==> src/rtl/tlptap_pkg.sv <==
// Shared types and helpers for the two-port TLP tap arbiter.
package tlptap_pkg;

  // FIFO word: {keep8, tdata64, tlast, tuser}
  localparam int TLP_DIN_W = 74;

  typedef enum logic [1:0] {
    ST_IDLE  = 2'd0,
    ST_GRANT = 2'd1,
    ST_FLUSH = 2'd2,
    ST_DROP  = 2'd3
  } tap_state_t;

  typedef struct packed {
    logic [7:0]  keep8;
    logic [63:0] data;
    logic        last;
    logic        user;
  } fifo_word_t;

  // Dword keep -> byte keep: each lane bit covers four bytes.
  function automatic logic [7:0] keep_expand(input logic [1:0] keep);
    keep_expand = {{4{keep[1]}}, {4{keep[0]}}};
  endfunction

endpackage

==> src/rtl/tlptap_rr2.sv <==
// Two-input round-robin pick: a lone requester wins, a tie goes to the
// port that did not win last time.
module tlptap_rr2 (
  input  logic [1:0] req,
  input  logic       lw,
  output logic       win
);

  // Winner select
  always_comb begin
    win = 1'b0;
    case (req)
      2'b01:   win = 1'b0;
      2'b10:   win = 1'b1;
      2'b11:   win = ~lw;
      default: win = 1'b0;
    endcase
  end

endmodule

==> src/rtl/tlptap_arb.sv <==
// Two-port packet arbiter feeding a capture FIFO. A port is granted for a
// whole packet; a stalled source is aborted with a terminator word and the
// rest of its packet is drained and discarded.
module tlptap_arb
  import tlptap_pkg::*;
#(
  parameter int C_DATA_WIDTH = 64,
  parameter int KEEP_WIDTH   = C_DATA_WIDTH / 32,
  parameter int TIMEOUT      = 256
) (
  input  logic                    clk156,
  input  logic                    sys_rst_n,
  input  logic [C_DATA_WIDTH-1:0] s0_tdata,
  input  logic [KEEP_WIDTH-1:0]   s0_tkeep,
  input  logic                    s0_tlast,
  input  logic                    s0_tuser,
  input  logic                    s0_tvalid,
  output logic                    s0_tready,
  input  logic [C_DATA_WIDTH-1:0] s1_tdata,
  input  logic [KEEP_WIDTH-1:0]   s1_tkeep,
  input  logic                    s1_tlast,
  input  logic                    s1_tuser,
  input  logic                    s1_tvalid,
  output logic                    s1_tready,
  output logic                    wr_en,
  output logic [TLP_DIN_W-1:0]    din,
  input  logic                    full,
  output logic                    wr_src,
  output logic [31:0]             pkt_cnt0,
  output logic [31:0]             pkt_cnt1,
  output logic [15:0]             abort_cnt
);

  // The idle counter advances to TIMEOUT-1 on the cycle it currently
  // holds TIMEOUT-2; that is the cycle that commits the move to FLUSH.
  localparam logic [15:0] IDLE_LIM = 16'(TIMEOUT - 2);

  tap_state_t state, state_nxt;
  logic       gnt, lw, win;
  logic [15:0] idle_cnt;

  logic [1:0]              req;
  logic [C_DATA_WIDTH-1:0] g_data;
  logic [KEEP_WIDTH-1:0]   g_keep;
  logic                    g_last, g_user, g_valid;

  logic       rdy, wr, acc;
  fifo_word_t word;

  assign req = {s1_tvalid, s0_tvalid};

  tlptap_rr2 u_rr2 (
    .req (req),
    .lw  (lw),
    .win (win)
  );

  // Granted-port source mux
  always_comb begin
    g_data  = s0_tdata;
    g_keep  = s0_tkeep;
    g_last  = s0_tlast;
    g_user  = s0_tuser;
    g_valid = s0_tvalid;
    if (gnt) begin
      g_data  = s1_tdata;
      g_keep  = s1_tkeep;
      g_last  = s1_tlast;
      g_user  = s1_tuser;
      g_valid = s1_tvalid;
    end
  end

  // Next-state, handshake and FIFO word generation
  always_comb begin
    state_nxt = state;
    rdy       = 1'b0;
    wr        = 1'b0;
    word      = '0;
    case (state)
      ST_IDLE: begin
        if (|req) state_nxt = ST_GRANT;
      end
      ST_GRANT: begin
        rdy = ~full;
        if (g_valid && !full) begin
          wr         = 1'b1;
          word.keep8 = keep_expand(g_keep);
          word.data  = g_data;
          word.last  = g_last;
          word.user  = g_user;
          if (g_last) state_nxt = ST_IDLE;
        end else if (!g_valid && !full && idle_cnt == IDLE_LIM) begin
          state_nxt = ST_FLUSH;
        end
      end
      ST_FLUSH: begin
        if (!full) begin
          wr        = 1'b1;
          word.last = 1'b1;
          word.user = 1'b1;
          state_nxt = ST_DROP;
        end
      end
      ST_DROP: begin
        // Drain the aborted packet even when the FIFO is full
        rdy = 1'b1;
        if (g_valid && g_last) state_nxt = ST_IDLE;
      end
      default: state_nxt = ST_IDLE;
    endcase
  end

  assign acc = g_valid & rdy;

  // Outputs are forced quiet while reset is asserted
  assign s0_tready = sys_rst_n & rdy & ~gnt;
  assign s1_tready = sys_rst_n & rdy & gnt;
  assign wr_en     = sys_rst_n & wr;
  assign din       = sys_rst_n ? word : '0;
  assign wr_src    = wr_en & gnt;

  // FSM state, grant and last-winner registers
  always_ff @(posedge clk156) begin
    if (!sys_rst_n) begin
      state <= ST_IDLE;
      gnt   <= 1'b0;
      lw    <= 1'b1;
    end else begin
      state <= state_nxt;
      if (state == ST_IDLE && |req) gnt <= win;
      if ((state == ST_GRANT || state == ST_DROP) && acc && g_last) lw <= gnt;
    end
  end

  // Idle counter: stalled-source detection inside a granted packet
  always_ff @(posedge clk156) begin
    if (!sys_rst_n) begin
      idle_cnt <= '0;
    end else if (state != ST_GRANT) begin
      idle_cnt <= '0;
    end else if (acc) begin
      idle_cnt <= '0;
    end else if (!full && !g_valid) begin
      idle_cnt <= idle_cnt + 16'd1;
    end
  end

  // Per-port forwarded packet counters, wrapping
  always_ff @(posedge clk156) begin
    if (!sys_rst_n) begin
      pkt_cnt0 <= '0;
      pkt_cnt1 <= '0;
    end else if (state == ST_GRANT && acc && g_last) begin
      if (gnt) pkt_cnt1 <= pkt_cnt1 + 32'd1;
      else     pkt_cnt0 <= pkt_cnt0 + 32'd1;
    end
  end

  // Abort counter, saturating
  always_ff @(posedge clk156) begin
    if (!sys_rst_n) begin
      abort_cnt <= '0;
    end else if (state == ST_FLUSH && !full && abort_cnt != 16'hFFFF) begin
      abort_cnt <= abort_cnt + 16'd1;
    end
  end

endmodule

==> config.mk <==
export PLATFORM = sky130hd
export DESIGN_NAME = tlptap_arb
export DESIGN_NICKNAME = d
export VERILOG_FILES = /design/src/rtl/tlptap_pkg.sv /design/src/rtl/tlptap_rr2.sv /design/src/rtl/tlptap_arb.sv
export SDC_FILE = /design/constraint.sdc
export NUM_CORES = 1
export LEC_CHECK = 0
export CAP_MARGIN = 10
export CORE_ASPECT_RATIO = 0.6
export CORE_MARGIN = 1
export CORE_UTILIZATION = 41
export DETAILED_ROUTE_END_ITERATION = 8
export PLACE_DENSITY = 0.88
export SETUP_SLACK_MARGIN = 0.2
export SLEW_MARGIN = 20
export SYNTH_ARGS = -nofsm -noshare
export SYNTH_HDL_FRONTEND = slang
export SYNTH_SLANG_ARGS = --single-unit
==> constraint.sdc <==
create_clock -name clk156 -period 3.1 [get_ports clk156]
set_input_delay 0.62 -clock clk156 [delete_from_list [all_inputs] [get_ports clk156]]
set_output_delay 0.62 -clock clk156 [all_outputs]
set_load 0.05 [all_outputs]
==> results.toml <==
[run_status]
status = "finished, final reports clean"

[worst_setup_path]
critPathLaunchType = "input pin"
cp-end-kind = "output port"
cp.required_ps = 2480
crit_end = "din[70]"
critPathKind = "in -> out"
rr_endpoint = "pkt_cnt1[26]"
ff2ff_setup_slack_ps = 510
crit_start = "s0_tvalid"
critPathMaxFanout = 4
worst-r2r-cell-count = 6
arrival_ps = 2250
worstReg2RegStart = "gnt"

[sta]
setup_violations = 0
rsz0062_at_grt = "yes"
worst_pin_slew_ps = 785
drv_slew = 0
min_period_ps = 2870
relSlewSlack = 0.476
post-route-period-util = 0.927
finalSetupTns_ps = 0
fmaxAchievable_mhz = 348
clock_skew_ps = 8.53
hold_violations = 0

[routing]
wl_per_cell_um = 19.0
antenna_left = 0
drt_iter0_drc = 382
drt-pass1-iter-count = 5
vias_per_cell = 5.35
vias = 6468
drc = 0
postRouteWirelength_um = 23000

[yosys]
ys.warnings.count = 0
netlist-cell-type-count = 44
synth_fp_nets = 874
syn_area_sq_um = 5840
synth_area_leaders = "dfxtp_1 34%, mux2i_1 13%, nor2_1 8.9%, xnor2_1 5.1%, xor2_1 4.2%"
synth.largest_area_cell = "dfxtp_1"
synth_cells = 723
ys_seq_elements = 100
syn_avg_cell_area_sq_um = 8.08
yosys.area.top_type_share = 0.343
ys_seq_area_frac = 0.343

[floorplanning]
fp.dieW_um = 156
ios = 299
num_rows = 33
die-area_sq_um = 14800
die_height_um = 94.5
fp.coreArea_sq_um = 13800
start_util = 0.424

[cells_and_area]
multi_input_area_sq_um = 3640
synthToLayoutAreaGrowth_pct = 74.8
layout_commonest_cell = "clkdlybuf4s50_1"
fin_nets = 1163
final_cells = 1208
layout-drive-gt1-share = 0.130
antenna_cells = 0
final_cell_mix = "220 x clkdlybuf4s50_1, 132 x nor2_1, 99 x dfxtp_1, 79 x buf_12, 74 x mux2i_1"
nFillCells = 991
seqCellArea_sq_um = 2010

[global_routing]
grt_pass1_vias = 6001
grt_max_degree = 72
grt_usage = 0.310
gr-total-overflow = 0
grt_pass1_wl_um = 34400
antenna_found_initial = 0

[power]
peakVddDrop_v = 0.000256
p_per_area_nw_per_um2 = 359
leakagePower_uw = 0.00355

[place]
portBuffers = 298
dp_hpwl_um = 18400
dp.cells = 1193
routabilityCongestion = 0.938

[flow_run]
maxCapViolations = 0

[cts]
cts_tree = "built"
cts-root-buf = "clkbuf_16"
cts-htree-levels = 3
clockBufferDepth = 2
postCtsHoldBufs = 0
clk_latency_ps = 340
post_cts_buffers = 0
cts.sinks = 100
clkTransAtPathRegs_ps = 60
cts_made_buffers = 9

[hold_path]
hold_class = "reg -> reg"
==> registers in the layout (all words and copies together) (netlist names), named ones only <==
signal and cells:
abort_cnt 16, state 1, gnt 1, idle_cnt 16, pkt_cnt0 32, pkt_cnt1 32, lw 1
==> power breakdown <==
| part | internal [uW] | switching, uW | leakage, uW |
|---|---|---|---|
| Combinational | 522 | 582 | 0.00258 |
| Sequential | 1300 | 23.2 | 0.000806 |
| Clock | 753 | 482 | 0.000160 |
| Total | 2580 | 1090 | 0.00355 |
==> synth_stat cells (all sizes together) <==
master,instances
a22oi,1
a31oi,2
and2,10
or4,6
mux2i,74
xor2,28
a32oi,1
or3,20
a211oi,5
dfxtp,100
nand2,41
nand3,33
ha,10
xnor2,34
mux2,1
nor2b,3
and3b,1
a311o,1
nor4b,1
and4,15
buf,12
nand2b,7
inv,17
clkbuf,28
o41ai,1
o21a,2
nor4,8
nor2,139
a21oi,32
o21ai,23
or4b,1
nand4,31
o211ai,2
nor3,13
o31ai,6
and3,13
o311ai,1
==> metal layers <==
layer / part of all wire / vias up / wire, um / global-route usage
met5: 0 / - / 0 / 0
met3: 0.085 / 21 / 1950 / 0.0932
met2: 0.42 / 270 / 9720 / 0.464
met1: 0.48 / 3065 / 11100 / 0.442
li1: - / 3112 / - / -
met4: 0.0097 / 0 / 224 / 0.0449
==> stage by stage <==
step | total power (uW) | hold WS, ps | utilization | setup WS, ps | instance area (sq um)
after floorplan | 1900 | 454 | - | 225 | 5850
after global placement | 2420 | 464 | 0.714 | 96.5 | 9850
after detailed placement | 2430 | 484 | 0.714 | 57.0 | 9850
after CTS | 3660 | 495 | 0.739 | 149 | 10200
after global routing | 3780 | 524 | 0.741 | 146 | 10200
final | 3660 | 501 | 0.741 | 227 | 10200
==> worst max-delay path: stages <==
cell and delay, ps:
clkdlybuf4s50_1 510, mux2_4 190, and2_4 160, nand2_4 80
nor2_2 470, buf_12 210
==> how the worst min path moves through the flow <==
| stage | startpoint | to | slack, ps | cells after the start |
|---|---|---|---|---|
| final | idle_cnt[7] | idle_cnt[7] | 500 | 2 |
| after global placement | pkt_cnt1[31] | pkt_cnt1[31] | 460 | 2 |
| after global routing | pkt_cnt0[31] | pkt_cnt0[31] | 520 | 2 |
| after floorplan | idle_cnt[7] | idle_cnt[7] | 450 | 2 |
| after CTS | idle_cnt[7] | idle_cnt[7] | 500 | 2 |
| after detailed placement | idle_cnt[7] | idle_cnt[7] | 480 | 2 |
==> final cells by class <==
| type | count | share of cell area |
|---|---|---|
| sequential | 100 | 0.196 |
| timing repair buffer | 318 | 0.385 |
| clock inverter | 5 | 0.00796 |
| multi-input combinational | 566 | 0.357 |
| clock buffer | 10 | 0.0245 |
| tap | 192 | 0.0235 |
| inverter | 17 | 0.00624 |
==> logic make-up after synthesis <==
| family | count (synthesis) | share of synthesized area |
|---|---|---|
| and+or+nand+nor | 342 | 0.297 |
| DFF | 100 | 0.343 |
| AOI/OAI and AO/OA | 77 | 0.0760 |
| muxes | 75 | 0.129 |
| adders and majority gates | 10 | 0.0214 |
| buffers and inverters | 57 | 0.0420 |
| xor gates and xnor gates | 62 | 0.0929 |
==> repair_timing <==
item,CTS,global route
gates resized for setup,4,8
pin swaps,1,1
gates cloned,0,0
endpoints found under the setup margin,49,62
Note: power is estimated with default switching activity, not from simulation.
